<file path="config.mk">
export PLATFORM = sky130hd
export DESIGN_NAME = sqrt_rr_sched
export DESIGN_NICKNAME = d
export VERILOG_FILES = /design/src/rtl/sqrt_sched_pkg.sv /design/src/rtl/sqrt_rr_sched_rr_arb.sv /design/src/rtl/sqrt_rr_sched.sv
export SDC_FILE = /design/constraint.sdc
export NUM_CORES = 1
export LEC_CHECK = 0
export CAP_MARGIN = 20
export CORE_AREA = 2 2 98 100
export CTS_BUF_LIST = sky130_fd_sc_hd__clkbuf_4
export CTS_CLUSTER_DIAMETER = 80
export CTS_CLUSTER_SIZE = 20
export DETAILED_ROUTE_END_ITERATION = 10
export DIE_AREA = 0 0 100 102
export PLACE_DENSITY = 0.79
export SLEW_MARGIN = 0
export SYNTH_ARGS = -nofsm -noshare
export SYNTH_HDL_FRONTEND = slang
export SYNTH_SLANG_ARGS = --single-unit
</file>
<file path="constraint.sdc">
create_clock -name clk -period 1.8 [get_ports clk]
set_clock_uncertainty 0.1 [all_clocks]
set_input_delay 0.27 -clock clk [delete_from_list [all_inputs] [get_ports clk]]
set_output_delay 0.27 -clock clk [all_outputs]
set_load 0.01 [all_outputs]
</file>
<file path="src/rtl/sqrt_sched_pkg.sv">
// Shared types and defaults for the round-robin square-root scheduler.
package sqrt_sched_pkg;

  localparam int DIN_W_DEF   = 32;
  localparam int DOUT_W_DEF  = 17;
  localparam int LATENCY_DEF = 16;
  // Widest requester ID (N_REQ up to 8); narrower configurations use the low bits.
  localparam int ID_W_MAX    = 3;

  typedef struct packed {
    logic                valid;
    logic [ID_W_MAX-1:0] id;
  } tag_t;

  function automatic int clog2(input int n);
    int r;
    r = 0;
    for (int i = 0; i < 31; i++) begin
      if ((32'sd1 <<< i) < n) begin
        r = i + 1;
      end else begin
        r = r;
      end
    end
    return r;
  endfunction

endpackage

</file>
<file path="src/rtl/sqrt_rr_sched_rr_arb.sv">
// Round-robin arbiter: searches upward from the last granted channel, wrapping around.
module rr_arb
  import sqrt_sched_pkg::*;
#(
  parameter  int N     = 4,
  localparam int IDX_W = clog2(N)
) (
  input  logic             clk,
  input  logic             sclr,
  input  logic [N-1:0]     req,
  input  logic             advance,
  output logic [N-1:0]     grant_oh,
  output logic [IDX_W-1:0] grant_idx,
  output logic             any
);

  logic [IDX_W-1:0] ptr_q;
  logic [IDX_W-1:0] ptr_d;
  logic [IDX_W-1:0] cand_idx;
  int               cand;

  // Priority search after the pointer and pointer update on an accepted grant.
  always_comb begin
    any       = 1'b0;
    grant_idx = '0;
    cand      = 0;
    cand_idx  = '0;
    for (int off = 1; off <= N; off++) begin
      cand     = (int'(ptr_q) + off) % N;
      cand_idx = IDX_W'(cand);
      if (!any && req[cand_idx]) begin
        any       = 1'b1;
        grant_idx = cand_idx;
      end else begin
        any = any;
      end
    end
    grant_oh = '0;
    if (any) begin
      grant_oh[grant_idx] = 1'b1;
    end else begin
      grant_oh = '0;
    end
    if (advance && any) begin
      ptr_d = grant_idx;
    end else begin
      ptr_d = ptr_q;
    end
  end

  // Pointer register; reset value N-1 gives channel 0 first priority.
  always_ff @(posedge clk) begin
    if (sclr) begin
      ptr_q <= IDX_W'(N - 1);
    end else begin
      ptr_q <= ptr_d;
    end
  end

endmodule

</file>
<file path="src/rtl/sqrt_rr_sched.sv">
// Shares one pipelined sqrt core among N_REQ requesters; IDs ride a tag pipe beside the core.
module sqrt_rr_sched
  import sqrt_sched_pkg::*;
#(
  parameter  int N_REQ   = 4,
  parameter  int DIN_W   = DIN_W_DEF,
  parameter  int DOUT_W  = DOUT_W_DEF,
  parameter  int LATENCY = LATENCY_DEF,
  localparam int ID_W    = clog2(N_REQ)
) (
  input  logic                   clk,
  input  logic                   sclr,
  input  logic [N_REQ-1:0]       req_valid,
  input  logic [N_REQ*DIN_W-1:0] req_data,
  output logic [N_REQ-1:0]       req_ready,
  output logic [DIN_W-1:0]       core_x,
  output logic                   core_ce,
  output logic                   core_sclr,
  input  logic [DOUT_W-1:0]      core_x_out,
  output logic                   res_valid,
  output logic [ID_W-1:0]        res_id,
  output logic [DOUT_W-1:0]      res_data,
  input  logic                   res_ready,
  output logic                   busy
);

  if (LATENCY < 1) begin : g_latency_check
    $error("sqrt_rr_sched: LATENCY must be at least 1");
  end

  tag_t             tag_q [LATENCY];
  tag_t             tag_d [LATENCY];
  logic [N_REQ-1:0] grant_oh;
  logic [ID_W-1:0]  grant_idx;
  logic             any;
  logic             advance;
  logic             issue;

  rr_arb #(.N(N_REQ)) u_arb (
    .clk       (clk),
    .sclr      (sclr),
    .req       (req_valid),
    .advance   (advance),
    .grant_oh  (grant_oh),
    .grant_idx (grant_idx),
    .any       (any)
  );

  // Stall when a real result waits at the tail; a bubble at the tail never blocks.
  always_comb begin
    core_sclr = sclr;
    core_ce   = ~(tag_q[LATENCY-1].valid & ~res_ready);
    advance   = core_ce & ~sclr;
    issue     = advance & any;
    if (advance) begin
      req_ready = grant_oh;
    end else begin
      req_ready = '0;
    end
    core_x = '0;
    if (issue) begin
      core_x = req_data[int'(grant_idx)*DIN_W +: DIN_W];
    end else begin
      core_x = '0;
    end
  end

  // Tag pipeline shifts in lock step with the core.
  always_comb begin
    tag_d = tag_q;
    if (core_ce) begin
      tag_d[0].valid = issue;
      tag_d[0].id    = ID_W_MAX'(grant_idx);
      for (int i = 1; i < LATENCY; i++) begin
        tag_d[i] = tag_q[i-1];
      end
    end else begin
      tag_d = tag_q;
    end
  end

  // Tag registers; reset discards every in-flight token.
  always_ff @(posedge clk) begin
    if (sclr) begin
      for (int i = 0; i < LATENCY; i++) begin
        tag_q[i] <= '0;
      end
    end else begin
      tag_q <= tag_d;
    end
  end

  // Result port and in-flight indication.
  always_comb begin
    res_valid = tag_q[LATENCY-1].valid;
    res_id    = tag_q[LATENCY-1].id[ID_W-1:0];
    res_data  = core_x_out;
    busy      = 1'b0;
    for (int i = 0; i < LATENCY; i++) begin
      busy = busy | tag_q[i].valid;
    end
  end

endmodule

</file>
### After elaboration in Yosys (flattened, before gate mapping)

Cells that the tools add are included.

* bits in registers: 50
* latch bits: 0
* memory bits (writable): 0
* memory bits (read-only): 0
* logic and storage cells: 94
* memories: 0

* add/sub/neg operators: 4
* multipliers: 0
* divide/modulo/power cells: 0
* magnitude comparators: 6
* equal/unequal tests: 0
* shifts and indexed selects: 1
* muxes and demuxes: 21
* bitwise operators: 21
* reduce and logical (&&, ||, !) cells: 8

Operators with widths (count)
* 128-bit by 8-bit indexed part select with 32-bit output: 1
* 32-bit two-way mux: 1
* 2-bit by 3-bit less-than comparator with 1-bit output, second input constant: 5
* 1-bit bitwise OR: 15
* 1-bit two-way mux: 9
* 1-bit binary-select mux with 2-bit select: 4
* 2-bit two-way mux: 4
* 4-bit two-way mux: 2
* 1-bit logical AND: 5
* 2-bit by 1-bit adder with 2-bit output, second input constant: 2
* 2-bit adder, second input constant: 2
* 1-bit AND: 3
* 1-bit zero test: 3
* 1-bit NOT: 3
* 1-bit demux with 2-bit select: 1
* 2-bit by 1-bit greater-or-equal comparator with 1-bit output, second input constant: 1

### Longest topological paths before layout

* depth after elaboration: 19
* mapped depth: 9
* gate-level depth less buffers: 6

### Cells and area by module

Synthesis repeated with hierarchy kept, for this count alone.

* cells, all modules: 344
* area total of the unflattened synthesis: 3141.8 um^2

By module, submodules not included
* sqrt_rr_sched: instances 1, cells an instance 314, area an instance 2901.5 um^2, sequential area each 960.9 um^2
* rr_arb: instances 1, cells an instance 30, area an instance 240.2 um^2, sequential area each 40.0 um^2

### Worst setup path after synthesis

No wires, ideal clock.

* path type: flip-flop to output port
* from: register u_arb.ptr_q[1]
* to: output core_x[25]
* arrival time: 1.507 ns
* setup slack: -0.077 ns
* stages on the path, launching flop included: 10
* cell sequence: dfxtp_1 buf_4 mux2i_1 o22a_1 o21ai_2 buf_6 buf_6 buf_8 mux2i_1 o22ai_1

* cells in the longest elaborated chain, start to end: 15
* elaborated cells between the ends (all ways): 29

Ends and longest elaborated chain
* start: declaration: line sqrt_rr_sched_rr_arb.sv:17 `logic [IDX_W-1:0] ptr_q;`
* start signal: assignment: line sqrt_rr_sched_rr_arb.sv:54 `ptr_q <= IDX_W'(N - 1);`
* start signal: assignment: line sqrt_rr_sched_rr_arb.sv:56 `ptr_q <= ptr_d;`
* 2-bit by 1-bit adder with 2-bit output: line sqrt_rr_sched_rr_arb.sv:29 `cand = (int'(ptr_q) + off) % N;`
* 1-bit binary-select mux with 2-bit select: line sqrt_rr_sched_rr_arb.sv:31 `if (!any && req[cand_idx]) begin`
* 1-bit two-way mux (not written as such): line sqrt_rr_sched_rr_arb.sv:31
* 1-bit two-way mux: line sqrt_rr_sched_rr_arb.sv:31
* 1-bit zero test: line sqrt_rr_sched_rr_arb.sv:31
* 1-bit logical AND: line sqrt_rr_sched_rr_arb.sv:31
* 1-bit two-way mux: line sqrt_rr_sched_rr_arb.sv:31
* 1-bit zero test: line sqrt_rr_sched_rr_arb.sv:31
* 1-bit logical AND: line sqrt_rr_sched_rr_arb.sv:31
* 1-bit two-way mux: line sqrt_rr_sched_rr_arb.sv:31
* 1-bit zero test: line sqrt_rr_sched_rr_arb.sv:31
* 1-bit logical AND: line sqrt_rr_sched_rr_arb.sv:31
* 2-bit two-way mux or 1-bit two-way mux (tied branches): line sqrt_rr_sched_rr_arb.sv:31
* 128-bit by 8-bit indexed part select with 32-bit output or 1-bit AND (tied branches): line sqrt_rr_sched.sv:62, sqrt_rr_sched.sv:54
* 32-bit two-way mux *: line sqrt_rr_sched.sv:61 `if (issue) begin`
* end: declaration: line sqrt_rr_sched.sv:16 `output logic [DIN_W-1:0] core_x,`

Mark *: on every way between the ends. The rest lies on a longest branch, timed or not. The select of a mux whose other input is x is not followed.

### Worst setup path after layout

* from: register u_arb.ptr_q[1]
* to: output core_x[24]

The elaborated chain is that of the path after synthesis.

==> reports/summary.txt <==
Fraction of layout cells with a size suffix above 1: 0.3005
Rows: 35
Max-slew violation count: 0
TritonCTS clock tree: yes
Total Power: 3.426 mW
Hold Path Stages: 2
Total clock buffers created by CTS: 5
Setup crit start kind: flop
First drt pass iteration count: 4
Count of nets left with antenna violations after detail routing: 0
DP HPWL: 8506 µm
CP Max Fanout: 7
GRT Total Usage: 0.2296
Leftover overflow at the end of global routing: 0
Transition time at the pin with the least slew margin: 448.4 ps
Number of top-level design ports: 211
Worst Hold Class: reg -> reg
Synth top area cells: dfxtp_1 34%, mux2i_1 22%, nand2_1 12%
Pwr dens: 608.5 nW/µm²
Max-slew headroom at the worst pin: 0.7011
1st-iter DRT viols: 174
Largest voltage drop on the vdd net: 0.3762 mV
Final Hold Fails: 0
Largest net degree at the start of global routing: 49
Width of the die: 100 µm
Cell type of the slowest stage on the worst timing path: dfxtp_4
Flip-flop and latch count after synthesis: 50
Setup repair after global routing missed its margin: true
Number of levels the H-tree was split into: 2
Synthesized cell area: 2977 µm²
Setup ws final: -806.1 ps
Sequential element share of the synthesized area: 0.3363
Synthesis warning total: 0
Area Overhead vs Synth: 89.16%
Final period demand of the worst path: 2606 ps
Count of port buffers added during placement: 176
Post-Syn Instances: 370
Most common cell after layout, fill and taps aside: clkdlybuf4s50_1
Register-to-Register Setup Slack: 100 ps
Worst path bufs/invs: 5
Status: complete, but fails checks
Clock network latency to the later pin of the worst-skew pair: 380 ps
Clock Tree Buf Depth: 2
Area of all placed cells without fillers: 5630 µm²
Maximum Capacitance Violations: 0
Highest-count cells in the layout ignoring fill and taps: 131 x clkdlybuf4s50_1, 94 x nand2_1, 46 x a21oi_1
Routability cong.: 0.8911
Number of sinks on the clock net: 50
Starting utilization of the core area: 0.3268
Violated checks: setup timing
Critical path, cell by cell: buf_4, o22a_1, o21ai_4, buf_12, buf_4, buf_6, mux2i_1, o22ai_2, buf_2
Post-Synthesis Mean Instance Area: 8.045 µm²
Cell count of the worst reg-to-reg path: 7
Synth cell types: 27
Required time at the worst-slack endpoint: 1430 ps
Crit Path Category: reg -> out
Crit. End Element: output pin
Setup Slack @ Placement: -1077 ps
Hold-critical path endpoint: tag_q[20]
Cell type group with the largest total delay on the critical path: buffers and inverters
Portion of the clock cycle consumed by the worst path in the final layout: 1.448
Peak Freq: 383.7 MHz
Beginning of the worst hold path: tag_q[20]
Synthesized net count: 522
Cell type contributing the most total cell area after synthesis: dfxtp_1
Placed Area: 4977 µm²
Clock Pin Slew Worst Setup and Hold Paths: 140 ps
Initial antenna violation count: 1
Slowest stage delay, CP: 390 ps
Count of endpoints failing setup in the final report: 36
Final net count: 710
Capture instance of the worst register-to-register path: u_arb.ptr_q[1]
Master cell of the clock root buffer: clkbuf_4
Reg-to-reg critical path startpoint: u_arb.ptr_q[1]
Lkg Pwr: 2.270 nW
Die Footprint: 10,200 µm²
DR WL/cell: 19.33 µm
Wirelength, routed: 12,970 µm
# DRC: 0
Vias in the first global route: 3,394
Core region area: 9109 µm²
Fraction of synthesized cell area taken by the top area cell type: 0.3363
Most prevalent standard cell on the critical path: buf_4
Vert. Die Dim: 102 µm
Via density: 5.145
Signal arrival time at the worst endpoint: 2240 ps
Global-route wire length before repair: 18,130 µm
Via count of the routed design: 3,452
[power by group]
| part | switching (mW) | total (mW) | internal, mW |
|---|---|---|---|
| combinational | 0.641 | 1.62 | 0.982 |
| clock | 0.367 | 0.655 | 0.288 |
| sequential | 0.0190 | 1.15 | 1.13 |
[per-stage QoR]
step	cells	TNS, ps	hold slack, ps	util
after floorplan	370	-478.9	332.1	-
final	671	-23370	361.7	0.6181
after global routing	671	-27080	377.0	0.6181
after CTS	667	-21800	363.7	0.5934
after detailed placement	640	-37460	345.2	0.5464
after global placement	640	-35070	338.0	0.5464
[metal layers]
metal | wire (µm) | global-route usage | vias up | share of wire
met5 | 0 | 0 | - | 0
met4 | 478 | 0.08325 | 0 | 0.037
met3 | 1123 | 0.08482 | 35 | 0.087
met2 | 6635 | 0.4142 | 158 | 0.51
met1 | 4733 | 0.2477 | 1605 | 0.36
li1 | - | - | 1654 | -
[sequential cells by signal (all words and copies together), names as in the netlist]
signal       flops
res_id           2
u_arb.ptr_q      2
res_valid        1
tag_q           45
[tightest hold or removal path: stages, from the launching register on]
cell and delay [ps]:
dfxtp_1 340, nand2_1 50, a21oi_1 50
[cell usage after synthesis (all sizes together)]
master / count
nand2: 95
a31oi: 1
o211ai: 2
nor2: 7
a21boi: 1
nor2b: 2
dfxtp: 50
nand2b: 4
o22a: 1
nor4: 4
nand4: 1
o22ai: 32
inv: 2
a21oi: 46
nand3b: 2
o41ai: 1
and3: 1
mux2i: 65
clkbuf: 11
buf: 40
o21ai: 1
a211o: 1
[area by class of cell]
type	count	area, µm²
fillers	695	3478
clock inverters	3	40.04
inverters	2	10.01
repair buffers	232	2380
diodes	1	2.502
flip-flops and latches	50	1011
well taps	111	138.9
clock buffers	5	37.54
multi-input cells	267	2011
[worst max-delay path by stage]
| stage | from | slack, ps | end | cells past startpoint |
|---|---|---|---|---|
| after global routing | u_arb.ptr_q[1] | -880 | core_x[24] | 9 |
| after CTS | u_arb.ptr_q[1] | -670 | core_x[24] | 9 |
| after floorplan | res_valid | -40 | core_x[22] | 7 |
| final | u_arb.ptr_q[1] | -810 | core_x[24] | 9 |
| after global placement | req_valid[2] | -1010 | core_x[22] | 9 |
| after detailed placement | req_valid[2] | -1080 | core_x[17] | 9 |
[kinds of logic after synthesis]
group,count (synthesis),synth area share
muxes,65,0.2186
DFF,50,0.3363
AOI/OAI and AO/OA,86,0.1686
buffers and inverters,53,0.1177
and+or+nand+nor,116,0.1589
[repair_timing]
item / 4_1_cts / 5_1_grt
pin swaps: 17 / 11
gates cloned: 9 / 0
buffers inserted: 11 / 4
gates resized for setup: 204 / 56
endpoints found under the hold margin: 0 / 0
hold buffers: 0 / 0
endpoints found under the setup margin: 39 / 38
Power figures use the tool's default switching activity.
